[config.mk]
export PLATFORM = sky130hd
export DESIGN_NAME = fifo_drain
export DESIGN_NICKNAME = d
export VERILOG_FILES = /design/src/rtl/fifo_drain_pkg.sv /design/src/rtl/fifo_drain_skid.sv /design/src/rtl/fifo_drain.sv
export SDC_FILE = /design/constraint.sdc
export NUM_CORES = 1
export LEC_CHECK = 0
export ABC_AREA = 1
export CORE_MARGIN = 4
export CORE_UTILIZATION = 55
export DETAILED_ROUTE_END_ITERATION = 16
export HOLD_SLACK_MARGIN = 0.08
export PLACE_DENSITY = 0.95
export SYNTH_ARGS = -nofsm -noshare
export SYNTH_HDL_FRONTEND = slang
export SYNTH_SLANG_ARGS = --single-unit
[constraint.sdc]
create_clock -name CLK -period 2.41 [get_ports CLK]
set_clock_uncertainty 0.1 [all_clocks]
set_input_delay 0.482 -clock CLK [delete_from_list [all_inputs] [get_ports CLK]]
set_output_delay 0.482 -clock CLK [all_outputs]
set_load 0.05 [all_outputs]
[src/rtl/fifo_drain_pkg.sv]
`default_nettype none
// ============================================================================
//  Module      : fifo_drain_pkg
//  Description : Shared types and constants for the FIFO read-side drain engine.
//                Contents: skid-buffer state encoding, skid depth, statistics
//                counter width, occupancy helper.
//  Revision    : 1.0 - initial release
// ============================================================================
package fifo_drain_pkg;

    // Skid occupancy states; encoding equals the number of buffered words
    typedef enum logic [1:0] {
        SKID_EMPTY = 2'd0,
        SKID_ONE   = 2'd1,
        SKID_TWO   = 2'd2
    } skid_state_t;

    localparam int SKID_DEPTH = 2;
    localparam int STATS_W    = 32;

    // Word count held by the skid for a given state
    function automatic logic [1:0] skid_occ(input skid_state_t s);
        return s;
    endfunction

endpackage
`default_nettype wire

[src/rtl/fifo_drain_skid.sv]
`default_nettype none
// ============================================================================
//  Module      : fifo_drain_skid
//  Description : Two-entry skid buffer. A push writes the tail, a pop retires
//                the head; both in one cycle leave occupancy unchanged.
//  Ports       : CLK, ARST_N (async active-low), push_i, pop_i, data_i,
//                data_o (head word), occ_o (0..2)
//  Revision    : 1.0 - initial release
// ============================================================================
module fifo_drain_skid
    import fifo_drain_pkg::*;
#(
    parameter int DATA_WIDTH = 128
) (
    input  logic                  CLK,
    input  logic                  ARST_N,
    input  logic                  push_i,
    input  logic                  pop_i,
    input  logic [DATA_WIDTH-1:0] data_i,
    output logic [DATA_WIDTH-1:0] data_o,
    output logic [1:0]            occ_o
);

    skid_state_t           state_q, state_d;
    logic [DATA_WIDTH-1:0] mem_q [SKID_DEPTH];
    // 1-bit pointers over a 2-deep store wrap naturally
    logic                  wr_ptr_q;
    logic                  rd_ptr_q;

    always_comb begin
        state_d = state_q;
        case (state_q)
            SKID_EMPTY: if (push_i)            state_d = SKID_ONE;
            SKID_ONE: begin
                if (push_i && !pop_i)          state_d = SKID_TWO;
                else if (pop_i && !push_i)     state_d = SKID_EMPTY;
            end
            SKID_TWO:   if (pop_i && !push_i)  state_d = SKID_ONE;
            default:                           state_d = SKID_EMPTY;
        endcase
    end

    always_ff @(posedge CLK or negedge ARST_N) begin
        if (!ARST_N) begin
            state_q  <= SKID_EMPTY;
            wr_ptr_q <= 1'b0;
            rd_ptr_q <= 1'b0;
            for (int i = 0; i < SKID_DEPTH; i++) begin
                mem_q[i] <= '0;
            end
        end else begin
            state_q <= state_d;
            if (push_i) begin
                mem_q[wr_ptr_q] <= data_i;
                wr_ptr_q        <= ~wr_ptr_q;
            end
            if (pop_i) begin
                rd_ptr_q <= ~rd_ptr_q;
            end
        end
    end

    assign data_o = mem_q[rd_ptr_q];
    assign occ_o  = skid_occ(state_q);

    // The read-issue rule must never let a word arrive into a full buffer
    a_no_overflow : assert property (@(posedge CLK) disable iff (!ARST_N)
        !(push_i && !pop_i && state_q == SKID_TWO));
    a_no_underflow : assert property (@(posedge CLK) disable iff (!ARST_N)
        !(pop_i && state_q == SKID_EMPTY));

endmodule
`default_nettype wire

[src/rtl/fifo_drain.sv]
`default_nettype none
// ============================================================================
//  Module      : fifo_drain
//  Description : FIFO read-side engine. Issues fifo_rd, captures fifo_q one
//                cycle later into a 2-entry skid and presents it as a
//                valid/ready stream at one word per cycle.
//  Ports       : CLK, ARST_N (async active-low), fifo_rd, fifo_q, fifo_mty,
//                fifo_almost_mty, out_valid, out_ready, out_data,
//                word_cnt / stall_cnt (only with FIFO_DRAIN_STATS_EN)
//  Config      : `define FIFO_DRAIN_STATS_EN adds saturating 32-bit counters
//  Revision    : 1.0 - initial release
// ============================================================================
module fifo_drain
    import fifo_drain_pkg::*;
#(
    parameter int DATA_WIDTH = 128,
    parameter int HOLDOFF    = 2
) (
    input  logic                  CLK,
    input  logic                  ARST_N,
    output logic                  fifo_rd,
    input  logic [DATA_WIDTH-1:0] fifo_q,
    input  logic                  fifo_mty,
    input  logic                  fifo_almost_mty,
    output logic                  out_valid,
    input  logic                  out_ready,
    output logic [DATA_WIDTH-1:0] out_data
`ifdef FIFO_DRAIN_STATS_EN
    ,
    output logic [STATS_W-1:0]    word_cnt,
    output logic [STATS_W-1:0]    stall_cnt
`endif
);

    logic       inflight_q, inflight_d;
    logic [1:0] holdoff_q,  holdoff_d;
    logic [1:0] occ;
    logic       pop;
    logic [2:0] committed;

    fifo_drain_skid #(
        .DATA_WIDTH (DATA_WIDTH)
    ) u_skid (
        .CLK    (CLK),
        .ARST_N (ARST_N),
        .push_i (inflight_q),
        .pop_i  (pop),
        .data_i (fifo_q),
        .data_o (out_data),
        .occ_o  (occ)
    );

    assign out_valid = (occ != 2'd0);
    assign pop       = out_valid & out_ready;

    // Words buffered plus the one in flight, before this cycle's pop
    assign committed = {1'b0, occ} + {2'b00, inflight_q};

    // A pop this cycle frees a slot, which keeps 1 word/cycle under full flow.
    // ARST_N gating forces the strobe low the instant reset asserts.
    always_comb begin
        fifo_rd = ARST_N & !fifo_mty & (holdoff_q == 2'd0)
                & (committed < (3'd2 + {2'b00, pop}));
    end

    // Reading the last word leaves mty low for one more cycle; the holdoff
    // window keeps rd off until the flag has caught up.
    always_comb begin
        inflight_d = fifo_rd;
        holdoff_d  = holdoff_q;
        if (fifo_rd && fifo_almost_mty) begin
            holdoff_d = 2'(HOLDOFF);
        end else if (holdoff_q != 2'd0) begin
            holdoff_d = holdoff_q - 2'd1;
        end
    end

    always_ff @(posedge CLK or negedge ARST_N) begin
        if (!ARST_N) begin
            inflight_q <= 1'b0;
            holdoff_q  <= 2'd0;
        end else begin
            inflight_q <= inflight_d;
            holdoff_q  <= holdoff_d;
        end
    end

`ifdef FIFO_DRAIN_STATS_EN
    logic [STATS_W-1:0] word_cnt_q, stall_cnt_q;

    always_ff @(posedge CLK or negedge ARST_N) begin
        if (!ARST_N) begin
            word_cnt_q  <= '0;
            stall_cnt_q <= '0;
        end else begin
            if (pop && (word_cnt_q != '1)) begin
                word_cnt_q <= word_cnt_q + 1'b1;
            end
            if (out_valid && !out_ready && (stall_cnt_q != '1)) begin
                stall_cnt_q <= stall_cnt_q + 1'b1;
            end
        end
    end

    assign word_cnt  = word_cnt_q;
    assign stall_cnt = stall_cnt_q;
`endif

endmodule
`default_nettype wire

==> key figures <==
Outcome
  • Status: complete, but fails checks
  • Failing checks: negative setup slack

Place
  • Detail Placement HPWL: about 22,000 um
  • Port bufs: between 200 and 300
  • GP Congestion: 0.807
  • Placed Cells: about 1,900

Synth
  • Synth Register Bits: 263
  • Register area share after synthesis: a little under three fifths
  • Syn avg cell area: around 8.4 um2
  • Syn. warnings: 0
  • Syn nets: about 1,600
  • Syn Inst Count: 1,415
  • Synth unique cells: 21
  • Cell area after synthesis: 11,900 um2

Clocking
  • Htree depth: 1
  • CTS tree: yes
  • Reg clk slew, reported paths: roughly 0.060 ns
  • Clock buffer count from CTS: 27
  • Sinks on Clock Net: about 260
  • Root Driver: clkbuf_16
  • Latest clock arrival within the worst-skew pair: 0.52 ns
  • Clock Path Buffers: 3

Routing
  • Total Wirelength: around 40,000 um
  • Drt initial violations: 893
  • Vias/cell: about 5.7
  • Via count: approximately 11,000
  • DRC Markers: 0
  • Antenna-violating nets left: 0
  • WL/cell: between 20 and 25 um
  • DR pass1 iterations: 6

Final layout
  • FF/Latch Area: approximately 6600 um2
  • Nets@finish: approximately 1,800
  • Layout cells sized above 1: between 20% and 30%
  • Most common cell after layout, fill and taps aside: nand2_1
  • Antenna Cells: 0
  • Count of non-filler cells in the finished layout: a little under 2,000
  • Multi-input gate area: between 4000 and 5000 um2
  • Most frequent cells in the layout: nand2_1 (532), dfrtp_1 (261), buf_12 (144)
  • Synthesis-to-finish area growth: 48.5%
  • FILL cells: 990

Timing
  • Final Critical Period: 2.43 ns
  • Fin worst setup slack: -0.0177 ns
  • F_max: a little over 400 MHz
  • Max-slew violations: 0
  • Setup Viol. Count Final: 4
  • RSZ-0062 raised after global routing: yes
  • Final hold viol count: 0
  • Max-slew headroom: between 40% and 50%
  • Tcrit/Tclk final: 101%
  • Worst-margin pin slew: 0.816 ns

Worst setup path
  • WP data required: approximately 1.8 ns
  • CP Data Arrival Time: between 1.5 and 2 ns
  • Class of the most critical setup path: reg -> out
  • Worst-path fanout max: 8
  • Crit. End Element: primary output
  • Setup crit start kind: flop

Floorplan
  • Core area: 21,200 um2
  • DIE HEIGHT: 155 um
  • Initial Util: between 50 and 60%
  • Die W: 155 um
  • I/O pins: about 260
  • Rows: 53
  • Die area: around 24,000 um2

Job
  • Max-cap violations: 0

Global routing
  • Total grt overflow: 0
  • Vias in the first global route: around 11,000
  • Largest net degree at the start of global routing: 121
  • Overall Global Routing Usage: 29.1%
  • Initial antenna violation count: 0
  • Global-route wire length before repair: 56,700 um

Worst hold path
  • HP Class: reg -> reg
==> per-stage QoR <==
stage / worst slack [ns] / hold slack (ns) / instance area, um2 / TNS, ns / util [%]
finish: -0.0177 / 0.381 / 17700 / -0.0523 / 83.6
global route: -0.0517 / 0.401 / 17700 / -0.479 / 83.6
CTS: -0.0342 / 0.383 / 17100 / -0.217 / 81.0
detailed placement: 0.266 / 0.368 / 15900 / 0 / 75.4
global placement: 0.297 / 0.363 / 15900 / 0 / 75.4
floorplan: 0.361 / 0.0864 / 11900 / 0 / -
==> cell families (layout without fill, tap and decap cells) <==
| group | count (synthesis) | count (layout) | share of synthesized area, % |
|---|---|---|---|
| AO/OA/AOI/OAI | 258 | 258 | 14.3 |
| adder cells (fa/ha/maj) | 3 | 3 | 0.315 |
| flip-flops | 263 | 263 | 55.3 |
| buffers and inverters | 224 | 494 | 8.84 |
| XOR/XNOR | 1 | 1 | 0.0736 |
| AND/OR/NAND/NOR | 666 | 666 | 21.1 |
==> worst max-delay path, stage by stage (launching register included) <==
cell and delay (ns):
dfrtp_4 0.51, buf_12 0.16, buf_6 0.12, inv_8 0.07, buf_12 0.14, nand2_2 0.07
nand2_2 0.11, buf_12 0.14
==> cells in the mapped netlist <==
cell | instances | area (um2)
clkbuf_1 | 45 | 169
xor2_1 | 1 | 8.76
o21ai_1 | 10 | 50.1
buf_1 | 6 | 22.5
buf_6 | 27 | 304
inv_2 | 1 | 3.75
o21ai_0 | 137 | 686
ha_1 | 3 | 37.5
nand2_1 | 655 | 2460
o21ai_2 | 110 | 963
nor3_1 | 1 | 5.00
inv_1 | 138 | 518
clkbuf_2 | 1 | 5.00
or2_1 | 1 | 6.26
nand4_1 | 1 | 6.26
nand3_1 | 5 | 25.0
dfrtp_1 | 263 | 6580
buf_2 | 6 | 30.0
nor2_1 | 2 | 7.51
o21a_1 | 1 | 7.51
and2_1 | 1 | 6.26
==> worst paths after layout <==
check / from / to / slack [ns] / depth (start not counted)
min reg2reg: u_skid.mem_q[143]$_DFFE_PN0P_ / u_skid.mem_q[143]$_DFFE_PN0P_ / 0.38 / 2
max: u_skid.rd_ptr_q$_DFFE_PN0P_ / out_data[108] / -0.02 / 7
min in group asynchronous: ARST_N / u_skid.rd_ptr_q$_DFFE_PN0P_ / 0.51 / 3
max reg2reg: inflight_q$_DFF_PN0_ / u_skid.mem_q[209]$_DFFE_PN0P_ / 0.49 / 6
max in group asynchronous: ARST_N / inflight_q$_DFF_PN0_ / 0.41 / 4
min: u_skid.mem_q[143]$_DFFE_PN0P_ / u_skid.mem_q[143]$_DFFE_PN0P_ / 0.38 / 2
==> layout make-up <==
cell class / instances / area share [%]
flip-flops and latches: 263 / 37.3
well taps: 275 / 1.95
multi-input cells: 928 / 26.6
repair buffers: 305 / 26.3
clock buffers: 36 / 4.13
inverters: 139 / 3.04
clock inverters: 11 / 0.481
repair inverters: 3 / 0.219
==> flip-flops by register name, summed over array words and instances, names as in the netlist <==
name / count
u_skid.mem_q: 256
holdoff_q: 2
u_skid.occ_o: 2
inflight_q: 1
u_skid.rd_ptr_q: 1
u_skid.wr_ptr_q: 1
==> per-layer routing <==
metal | wire length [um] | global-route usage [%] | vias to the layer above | share of wire (%)
li1 | - | - | 4861 | -
met1 | 13900 | 34.7 | 5374 | 35
met2 | 20200 | 51.8 | 696 | 51
met3 | 3720 | 6.62 | 158 | 9.4
met4 | 1830 | 10.2 | 0 | 4.6
met5 | 0 | 0 | - | 0
==> what timing repair did <==
action                                 4_1_cts  5_1_grt
setup endpoints to repair                  129      129
hold buffers                                 1        0
buffers inserted                             7        5
resized for setup                           86       92
endpoints found under the hold margin       37        0
cloned                                       3       11
pin swaps                                    2       14
Power is left out: the tool's default activity adds up to more than one toggle a clock period on the data nets, which glitch-free logic cannot reach.
==> RTL change, RTL diff (config.mk and constraints unchanged) <==
`DATA_WIDTH` is set to 128 in 2 places; all go to 136.
--- a/src/rtl/fifo_drain_skid.sv
+++ b/src/rtl/fifo_drain_skid.sv
@@ -12,3 +12,3 @@
 #(
-    parameter int DATA_WIDTH = 128
+    parameter int DATA_WIDTH = 136
 ) (
--- a/src/rtl/fifo_drain.sv
+++ b/src/rtl/fifo_drain.sv
@@ -15,3 +15,3 @@
 #(
-    parameter int DATA_WIDTH = 128,
+    parameter int DATA_WIDTH = 136,
     parameter int HOLDOFF    = 2
Ports: changed (resized fifo_q and out_data); port bits go from 263 to 279. No check against the original RTL was run, so the function may have changed too.
==> RTL change against the original RTL <==
  * The flow still finishes with violations (negative setup slack)
  * Final area is 1.5% higher
  * Wire length increased by 2.6%
  * Area after synthesis up 1.4%
  * Sequential cell count is 16 higher
  * Core utilization rose by 0.74 points
  * Global-route usage is 2.1 points higher
  * Worst setup slack got worse by 0.0090 ns
Power is not shown: default switching activity piles up to over one toggle a cycle in this logic, so the estimate is an artifact.
==> RTL change: results <==
{
  "clock_latency_ns": 0.54,
  "fin_setup_tns_ns": -0.02675,
  "multi_input_area_share": 0.2366,
  "dp_slack_ns": 0.1929,
  "drtIter0Drc": 1105,
  "grt_util_all_layers": 0.3121,
  "wl_um": 40690,
  "synth_area_sq_um": 12060,
  "placed_cells": 1983,
  "setup_ws_ns": -0.02675,
  "first_global_vias": 11521,
  "cpPeakStageDelay_ns": 0.46,
  "synthTopCellsByCount": "nand2_1, dfrtp_1, o21ai_0",
  "synth_seq_cells": 279,
  "cts_buffers": 28,
  "post_cts_buffers": 5,
  "nFillCells": 1022,
  "grt_antenna_before_repair": 1,
  "instances_no_fill": 2055,
  "hold_start": "u_skid.mem_q[14]$_DFFE_PN0P_",
  "outcome": "finished with violations",
  "grt_pass1_wl_um": 60340,
  "crit_family": "flip-flops",
  "n_all_buffers": 316,
  "relSlewSlack": 0.4962,
  "vias_per_cell": 5.629,
  "grt_max_degree": 146,
  "fin_util": 0.8431,
  "synthCells": 1500,
  "diodes": 1,
  "multi_input_gates": 984,
  "slowest_stage": "dfrtp_2",
  "synth_cell_types": 19,
  "yosysSeqAreaShare": 0.5788,
  "dp_hpwl_um": 23390,
  "n_all_inverters": 148,
  "clock_cell_area_share": 0.05159,
  "drive_gt1_frac": 0.1551,
  "num-clock-buffers": 45,
  "nNetsFinal": 1901,
  "largest_reg_flops": 272,
  "cp_max_fo": 4,
  "bufAreaShareNonClock": 0.2712,
  "place_area_sq_um": 16480,
  "setup_violations": 1,
  "sh_seq_area": 0.3893,
  "synthTopCellsByArea": "dfrtp_1, nand2_1, o21ai_0",
  "violations": "negative setup slack",
  "path_clk_slew_ns": 0.06
}
RTL change: logic make-up after synthesis:
group                      synth area share
xor gates and xnor gates          0.0007262
AOI/OAI and AO/OA                    0.1139
DFF                                  0.5788
buffers and inverters               0.08236
adders and majority gates          0.003112
and+or+nand+nor                      0.2211
RTL change: worst paths after layout:
kind / to / cells past startpoint / slack [ns]
max reg2reg: u_skid.mem_q[163]$_DFFE_PN0P_ / 6 / 0.36
min in group asynchronous: u_skid.mem_q[265]$_DFFE_PN0P_ / 3 / 0.54
min: u_skid.mem_q[14]$_DFFE_PN0P_ / 2 / 0.39
max in group asynchronous: u_skid.rd_ptr_q$_DFFE_PN0P_ / 3 / 1.08
min reg2reg: u_skid.mem_q[14]$_DFFE_PN0P_ / 2 / 0.39
max: fifo_rd / 5 / -0.03
RTL change: per-layer routing:
layer	GRT usage	wire length, um	vias to the layer above
met2	0.5377	20870	677
met3	0.05520	3024	185
met4	0.1678	2407	0
li1	-	-	5143
met5	0	0	-
met1	0.3743	14390	5563
